--- src/rtl/fast_cmd_pkg.sv ---
// Shared fast-command word/code definitions used by the encoder side and the
// receiver-side decoder so both ends agree on one table.
package fast_cmd_pkg;

  localparam logic [7:0] WORD_IDLE       = 8'hF0;
  localparam logic [7:0] WORD_LINK_RESET = 8'h33;
  localparam logic [7:0] WORD_BCR        = 8'h5A;
  localparam logic [7:0] WORD_STP        = 8'h55;
  localparam logic [7:0] WORD_L1ACR      = 8'h66;
  localparam logic [7:0] WORD_CHARGE_INJ = 8'h69;
  localparam logic [7:0] WORD_L1A        = 8'h96;
  localparam logic [7:0] WORD_L1A_BCR    = 8'h99;
  localparam logic [7:0] WORD_WS_START   = 8'hA5;
  localparam logic [7:0] WORD_WS_STOP    = 8'hAA;

  localparam logic [3:0] FC_IDLE       = 4'd0;
  localparam logic [3:0] FC_LINK_RESET = 4'd1;
  localparam logic [3:0] FC_BCR        = 4'd2;
  localparam logic [3:0] FC_STP        = 4'd3;
  localparam logic [3:0] FC_L1ACR      = 4'd4;
  localparam logic [3:0] FC_CHARGE_INJ = 4'd5;
  localparam logic [3:0] FC_L1A        = 4'd6;
  localparam logic [3:0] FC_L1A_BCR    = 4'd7;
  localparam logic [3:0] FC_WS_START   = 4'd8;
  localparam logic [3:0] FC_WS_STOP    = 4'd9;

  typedef enum logic [1:0] {
    ST_SEARCH,
    ST_CHECK,
    ST_LOCKED
  } align_state_e;

  // Returns {legal, code}; illegal words report code 0.
  function automatic logic [4:0] fc_decode(input logic [7:0] word);
    case (word)
      WORD_IDLE:       return {1'b1, FC_IDLE};
      WORD_LINK_RESET: return {1'b1, FC_LINK_RESET};
      WORD_BCR:        return {1'b1, FC_BCR};
      WORD_STP:        return {1'b1, FC_STP};
      WORD_L1ACR:      return {1'b1, FC_L1ACR};
      WORD_CHARGE_INJ: return {1'b1, FC_CHARGE_INJ};
      WORD_L1A:        return {1'b1, FC_L1A};
      WORD_L1A_BCR:    return {1'b1, FC_L1A_BCR};
      WORD_WS_START:   return {1'b1, FC_WS_START};
      WORD_WS_STOP:    return {1'b1, FC_WS_STOP};
      default:         return {1'b0, FC_IDLE};
    endcase
  endfunction

endpackage

--- src/rtl/fast_cmd_word_decode.sv ---
// Combinational map from one aligned 8-bit fast-command word to its code.
module fast_cmd_word_decode
  import fast_cmd_pkg::*;
(
  input  logic [7:0] word,
  output logic       legal,
  output logic [3:0] code
);

  assign {legal, code} = fc_decode(word);

endmodule

--- src/rtl/fast_command_decoder.sv ---
// Fast-command receiver: hunts for idle-word byte alignment on the serial
// line, then decodes each aligned word and tracks illegal words.
module fast_command_decoder
  import fast_cmd_pkg::*;
#(
  parameter int unsigned LOCK_COUNT   = 8,
  parameter int unsigned UNLOCK_COUNT = 4
) (
  input  logic        clk320,
  input  logic        rstn,
  input  logic        sin,
  input  logic        clear_err,
  output logic        locked,
  output logic        cmd_valid,
  output logic [3:0]  cmd_code,
  output logic        l1a_pulse,
  output logic        cmd_err,
  output logic [15:0] err_count
);

  localparam logic [7:0] LOCK_TARGET   = 8'(LOCK_COUNT);
  localparam logic [7:0] UNLOCK_TARGET = 8'(UNLOCK_COUNT);

  align_state_e state, state_nxt;
  logic [7:0]   shreg, nxt;
  logic [2:0]   bit_cnt, bit_cnt_nxt;
  logic [7:0]   good_cnt, good_nxt, bad_cnt, bad_nxt;
  logic         word_legal, boundary;
  logic [3:0]   word_code, code_nxt;
  logic         valid_nxt, l1a_nxt, err_nxt;

  assign nxt      = {shreg[6:0], sin};
  assign boundary = (bit_cnt == 3'd7);
  assign locked   = (state == ST_LOCKED);

  fast_cmd_word_decode u_word_decode (
    .word  (nxt),
    .legal (word_legal),
    .code  (word_code)
  );

  // NOTE: every always_comb output gets a default first so no path can infer a latch.
  always_comb begin
    state_nxt   = state;
    bit_cnt_nxt = bit_cnt + 3'd1;
    good_nxt    = good_cnt;
    bad_nxt     = bad_cnt;
    code_nxt    = cmd_code;
    valid_nxt   = 1'b0;
    l1a_nxt     = 1'b0;
    err_nxt     = 1'b0;
    unique case (state)
      ST_SEARCH: begin
        // Rotations of F0 never equal F0, so the first hit fixes the phase.
        if (nxt == WORD_IDLE) begin
          bit_cnt_nxt = 3'd0;
          good_nxt    = 8'd1;
          state_nxt   = ST_CHECK;
        end
      end
      ST_CHECK: begin
        if (boundary) begin
          if (!word_legal) begin
            good_nxt  = 8'd0;
            state_nxt = ST_SEARCH;
          end else if (word_code == FC_IDLE) begin
            good_nxt = good_cnt + 8'd1;
            if (good_nxt == LOCK_TARGET) begin
              // The idle that completes lock is already reported as a command.
              state_nxt = ST_LOCKED;
              valid_nxt = 1'b1;
              code_nxt  = FC_IDLE;
            end
          end
        end
      end
      ST_LOCKED: begin
        if (boundary) begin
          if (word_legal) begin
            valid_nxt = 1'b1;
            code_nxt  = word_code;
            bad_nxt   = 8'd0;
            l1a_nxt   = (word_code == FC_L1A) || (word_code == FC_L1A_BCR);
          end else begin
            err_nxt = 1'b1;
            bad_nxt = bad_cnt + 8'd1;
            if (bad_nxt == UNLOCK_TARGET) begin
              bad_nxt   = 8'd0;
              good_nxt  = 8'd0;
              state_nxt = ST_SEARCH;
            end
          end
        end
      end
      default: state_nxt = ST_SEARCH;
    endcase
  end

  // NOTE: sequential state uses non-blocking assignments so all registers update together.
  always_ff @(posedge clk320 or negedge rstn) begin
    if (!rstn) begin
      state     <= ST_SEARCH;
      shreg     <= '0;
      bit_cnt   <= '0;
      good_cnt  <= '0;
      bad_cnt   <= '0;
      cmd_valid <= 1'b0;
      cmd_code  <= FC_IDLE;
      l1a_pulse <= 1'b0;
      cmd_err   <= 1'b0;
      err_count <= '0;
    end else begin
      state     <= state_nxt;
      shreg     <= nxt;
      bit_cnt   <= bit_cnt_nxt;
      good_cnt  <= good_nxt;
      bad_cnt   <= bad_nxt;
      cmd_valid <= valid_nxt;
      cmd_code  <= code_nxt;
      l1a_pulse <= l1a_nxt;
      cmd_err   <= err_nxt;
      // Clearing wins over a same-edge increment.
      if (clear_err)
        err_count <= '0;
      else if (err_nxt && (err_count != 16'hFFFF))
        err_count <= err_count + 16'd1;
    end
  end

endmodule

--- config.mk ---
export PLATFORM = sky130hd
export DESIGN_NAME = fast_command_decoder
export DESIGN_NICKNAME = d
export VERILOG_FILES = /design/src/rtl/fast_cmd_pkg.sv /design/src/rtl/fast_cmd_word_decode.sv /design/src/rtl/fast_command_decoder.sv
export SDC_FILE = /design/constraint.sdc
export NUM_CORES = 1
export LEC_CHECK = 0
export ABC_AREA = 1
export CORE_UTILIZATION = 45
export CTS_BUF_LIST = sky130_fd_sc_hd__clkbuf_8
export DETAILED_ROUTE_END_ITERATION = 6
export HOLD_SLACK_MARGIN = 0.12
export PLACE_DENSITY = 0.77
export SETUP_SLACK_MARGIN = 0.1
export SLEW_MARGIN = 10
export SYNTH_ARGS = -nofsm -noshare
export SYNTH_HDL_FRONTEND = slang
export SYNTH_HIERARCHICAL = 1
export SYNTH_SLANG_ARGS = --single-unit
--- constraint.sdc ---
create_clock -name clk320 -period 2.4 [get_ports clk320]
set_clock_uncertainty 0.05 [all_clocks]
set_input_delay 0.6 -clock clk320 [delete_from_list [all_inputs] [get_ports clk320]]
set_output_delay 0.6 -clock clk320 [all_outputs]
set_load 0.005 [all_outputs]
Yosys cells after proc, flatten, opt, wreduce, memory -nomap -nowiden
Cells that the tools add are included.
{"block": "totals", "reg_bits": 51, "latchBits": 0, "mem_bits_rw": 0, "mem_bits_ro": 0, "out_inout_bits": 24, "mem_count": 0}
{"block": "classes", "n_addsub": 4, "mul": 0, "n_div": 0, "order_cmp": 0, "n_eq_ne": 29, "n_shift": 0, "n_mux": 44, "n_bitwise": 0, "reduce_logical": 11}
{"cell": "8-bit 2-to-1 mux", "n": 9}
{"cell": "5-bit one-hot mux with 10 select lines", "n": 1}
{"cell": "8-bit == test, second input constant", "n": 5}
{"cell": "8-bit by 7-bit == test with 1-bit output, second input constant", "n": 4}
{"cell": "16-bit 2-to-1 mux", "n": 2}
{"cell": "4-bit 2-to-1 mux", "n": 6}
{"cell": "8-bit one-hot mux with 3 select lines", "n": 1}
{"cell": "7-bit AND reduction", "n": 3}
{"cell": "16-bit by 1-bit adder with 16-bit output, second input constant", "n": 1}
{"cell": "8-bit by 1-bit adder with 8-bit output, second input constant", "n": 2}
{"cell": "2-bit 2-to-1 mux", "n": 8}
{"cell": "16-bit != test, second input constant", "n": 1}
{"cell": "1-bit 2-to-1 mux", "n": 12}
{"cell": "2-bit != test, second input constant", "n": 6}
{"cell": "4-bit by 3-bit == test with 1-bit output, second input constant", "n": 2}
{"cell": "8-bit by 3-bit == test with 1-bit output, second input constant", "n": 1}
{"cell": "8-bit by 4-bit == test with 1-bit output, second input constant", "n": 1}
{"cell": "8-bit by 6-bit == test with 1-bit output, second input constant", "n": 1}
{"cell": "4-bit one-hot mux with 2 select lines", "n": 1}
{"cell": "3-bit 2-to-1 mux", "n": 2}
{"cell": "2-bit by 1-bit != test with 1-bit output, second input constant", "n": 3}
{"cell": "3-bit != test, second input constant", "n": 2}
{"cell": "2-bit one-hot mux with 3 select lines", "n": 1}
{"cell": "4-bit zero test", "n": 1}
{"cell": "other kinds (11)", "n": 12}

Depth between registers and ports, before layout
{"block": "depth", "ltp_word": 8, "depth_mapped": 16, "depth_no_buf": 16}

Hierarchy
The synthesis kept the hierarchy.
{"mod": "fast_command_decoder", "n_inst": 1, "cells_per_inst": 357, "area_each_um2": 2841.5}
{"mod": "fast_cmd_word_decode", "n_inst": 1, "cells_per_inst": 51, "area_each_um2": 220.2}

Worst setup path before layout
No wires, ideal clock.
{"block": "synth_path", "path_kind": "input-to-reg", "from": "input sin", "to": "register good_cnt[2]", "setup_time_ns": 0.117, "t_arrival_ns": 1.971, "t_required_ns": 2.233, "path_slack_ns": 0.262, "path_stages": 16, "path_buffers": 0, "path_cell_list": "inv_1 -> nor2_2 -> nand2_1 -> inv_1 -> nand2_1 -> nand2_2 -> nor2_1 -> nand2_1 -> nand2_1 -> nand2_1 -> o21ai_0 -> nand2_1 -> nor2_2 -> nand2_2 -> nand2_1 -> nand2_1"}
{"block": "synth_between", "elab_chain_cells": 5, "word_cells_on_any_way": 19, "cone_classes": "eq/ne: 13; mux: 4; reduce/logical: 2"}
{"element": "start: declaration", "line_no": "fast_command_decoder.sv:11", "source": "input logic sin,"}
{"element": "8-bit == test, or another cell as far along", "line_no": "fast_cmd_pkg.sv:35", "source": "case (word)"}
{"element": "5-bit one-hot mux with 10 select lines *", "line_no": "fast_cmd_pkg.sv:35"}
{"element": "named net word_code[3]", "line_no": "fast_command_decoder.sv:29", "source": "logic [3:0] word_code, code_nxt;"}
{"element": "4-bit zero test *", "line_no": "fast_command_decoder.sv:66", "source": "end else if (word_code == FC_IDLE) begin"}
{"element": "3-bit != test (no line) *"}
{"element": "7-bit AND reduction (no line) *"}
{"element": "end signal: assignment", "line_no": "fast_command_decoder.sv:116", "source": "good_cnt <= good_nxt;"}
{"element": "end: declaration", "line_no": "fast_command_decoder.sv:27", "source": "logic [7:0] good_cnt, good_nxt, bad_cnt, bad_nxt;"}
The timed path passes the listed nets; every way through them passes the cells marked *. The select of a mux whose other input is x is not followed.
A chain may end at the register's enable or synchronous reset.

Final worst setup path
{"block": "layout_path", "from": "register state[0]", "to": "output locked"}
{"block": "layout_between", "elab_chain_cells": 1}
{"element": "start: declaration", "line_no": "fast_command_decoder.sv:24", "source": "align_state_e state, state_nxt;"}
{"element": "start signal: assignment", "line_no": "fast_command_decoder.sv:113", "source": "state <= state_nxt;"}
{"element": "2-bit == test", "line_no": "fast_command_decoder.sv:34", "source": "assign locked = (state == ST_LOCKED);"}
{"element": "end: declaration", "line_no": "fast_command_decoder.sv:13", "source": "output logic locked,"}
No other way between the ends.

==> metrics.md <==
| Metric | Value |
|---|---|
| ANT cells | 0 |
| Top cells by area, synth | dfrtp_1 (42%), nand2_1 (15%), inv_1 (6.1%), nand3_1 (4.9%), nor2_1 (4.2%) |
| Period utilisation layout | 89.63% |
| IO Port Bufs | 27 |
| Largest delay contributor family on the critical path | buffers and inverters |
| Hold Crit Class | flop to flop |
| Synth Register Bits | 51 |
| Leak Pwr | 1.788 nW |
| Total congestion overflow | 0 |
| Peak Freq | 464.9 MHz |
| H-tree depth | 2 |
| Starting Density | 47.40% |
| Routed WL per cell | 11.97 um |
| Post-synthesis sequential area ratio | 41.68% |
| Crit path buf inv count | 2 |
| Syn_nets | 420 |
| Io pins | 28 |
| CTS buffer count | 5 |
| Worst slew margin | 59.64% |
| DRT iter0 DRCs | 160 |
| YS warnings | 6 |
| Crit path launch type | flop |
| Total core area | 6459 um2 |
| FP Rows | 29 |
| Post-detail-place hpwl | 4.922 mm |
| Share of cells above drive strength 1 | 18.26% |
| Tot GR Track Use | 19.42% |
| Routability cong. | 0.8660 |
| Setup_tns | 0 ns |
| Number of global-route vias before repair | 2549 |
| Crit-path slowest cell | clkdlybuf4s50_1 |
| Post-synthesis cell area | 3062 um2 |
| Fin crit period | 2.151 ns |
| CP cell instances | inv_1, ha_1, clkdlybuf4s50_1 |
| Die X | 84.49 um |
| Final Hold Viols | 0 |
| Syn-to-layout area delta | 22.80% |
| Distinct cells, synth | 35 |
| Post-Route WL | 6.557 mm |
| Pin count of the biggest net entering global routing | 25 |
| CTS clock-pin slew for the worst setup and hold paths | 0.09 ns |
| Run status | finished with violations |
| Max Cap Viol | 0 |
| Most frequent cell after synthesis | nand2_1 |
| Vias | 2799 |
| Placed cells | 538 |
| Yosys top cell by area | dfrtp_1 |
| Drt drc | 6 |
| Crit-path max FO | 3 |
| CP max stage delay | 0.51 ns |
| Worst-Skew Late Latency | 0.31 ns |
| Violated checks | design-rule violations |
| Via density | 5.108 |
| Worst EP arrival | 1.50 ns |
| Root Driver | clkbuf_8 |
| Antenna violations before repair | 0 |
| CP Class | flop to output port |
| # nets final | 482 |
| Post-synthesis cell count | 408 |
| Crit. End Element | output port |
| TritonCTS clock tree | built |
| Pins Over Slew Limit | 0 |
| Antenna Nets Post-Route | 0 |
| Post-synth top area share | 41.68% |
| RSZ-0062 raised after global routing | false |
| First-pass GRT wire length | 11.25 mm |
| PwrDens | 621.6 nW/um2 |
| Clock buffer depth | 2 |
| Non-Filler Instances | 548 |
| Die area | 7138 um2 |
| EDFF count, synth | 0 |
| Final Util | 58.21% |
| Post-synth ARST share | 100.0% |
| # clock sinks | 51 |
| Worst-Margin Slew | 0.6004 ns |
| Post-synth top cells | nand2_1 (119), dfrtp_1 (51), inv_1 (50) |
| Avg Inst Size Synth | 7.504 um2 |
| Peak VDD IR | 387.5 uV |
| Die H | 84.49 um |
| CP Data Required Time | 1.75 ns |
| Main synth FF type | dfrtp_1 |
| Final setup fails | 0 |
| Drt first pass iters | 6 |
## timing repair
item / in CTS / in global routing
endpoints found under the setup margin: 27 / 19
resized for setup: 2 / 7
hold buffers: 1 / 0
hold endpoints to repair: 9 / 0
buffers inserted: 0 / 1
pin swaps: 0 / 3
## metal layers
layer	vias to the layer above	part of all wire, %	GRT usage, %
met4	0	0.84	5.855
met1	1289	49	26.21
met5	-	0	0
met3	7	4.1	3.441
met2	62	46	32.00
li1	1441	-	-
## cells by family after synthesis
group                      count (synthesis)  synth area share [%]
AOI/OAI and AO/OA                         40                 8.051
xor gates and xnor gates                   3                0.8584
adders and majority gates                  8                 3.269
buffers and inverters                     56                 7.519
DFF                                       51                 41.68
and+or+nand+nor                          250                 38.62
## per-stage QoR
step	total power [mW]	area, um2	worst slack, ns	hold slack [ns]
after floorplan	1.496	3062	0.2621	0.2544
after global placement	1.676	3613	-0.3051	0.4125
after detailed placement	1.704	3613	-0.3702	0.4123
after CTS	2.348	3746	0.2450	0.4329
after global routing	2.486	3760	0.09436	0.4415
final	2.337	3760	0.2489	0.4188
## cell type report
class | instances | area [um2]
multi-input combinational | 301 | 1565
clock buffer | 6 | 82.58
fill | 582 | 2699
timing repair buffer | 59 | 503.0
inverter | 52 | 195.2
clock inverter | 2 | 38.79
tap | 77 | 96.34
sequential | 51 | 1279
## layout by cell type, fill, tap and decap left out, types with 2 or more instances in the layout
cell,n
a21oi_1,11
buf_4,31
clkbuf_8,6
clkdlybuf4s50_1,25
dfrtp_1,49
dfrtp_2,2
ha_1,8
inv_1,50
inv_2,2
nand2_1,117
nand2_2,19
nand3_1,30
nand3_2,3
nand3b_1,6
nand4_1,10
nor2_1,32
nor2_2,8
nor2_4,4
nor3_1,13
nor3b_1,3
o21ai_0,15
o21ai_1,3
o22ai_1,4
xor2_1,3
## path summary, 6_finish.rpt
path,from,endpoint,slack (ns),depth (start not counted)
setup / recovery,state[0],locked,0.25,3
hold / removal,shreg[1],shreg[2],0.42,0
setup reg to reg,shreg[2],good_cnt[7],0.38,16
hold reg to reg,shreg[1],shreg[2],0.42,0
max in group asynchronous,rstn,good_cnt[4],1.09,3
min in group asynchronous,rstn,err_count[2],0.62,2
## registers in the layout (all words and copies together) (netlist names)
signal	cells
bad_cnt	8
l1a_pulse	1
cmd_code	4
shreg	7
cmd_err	1
state	2
cmd_valid	1
good_cnt	8
err_count	16
bit_cnt	3
## power by group
group | leakage (nW) | switching, mW | internal [mW] | total, mW
clock network | 0.0618 | 0.298 | 0.343 | 0.641
registers | 0.647 | 0.0817 | 0.944 | 1.03
logic | 1.08 | 0.407 | 0.264 | 0.670
total | 1.79 | 0.786 | 1.55 | 2.34
Power figures use the tool's default switching activity.
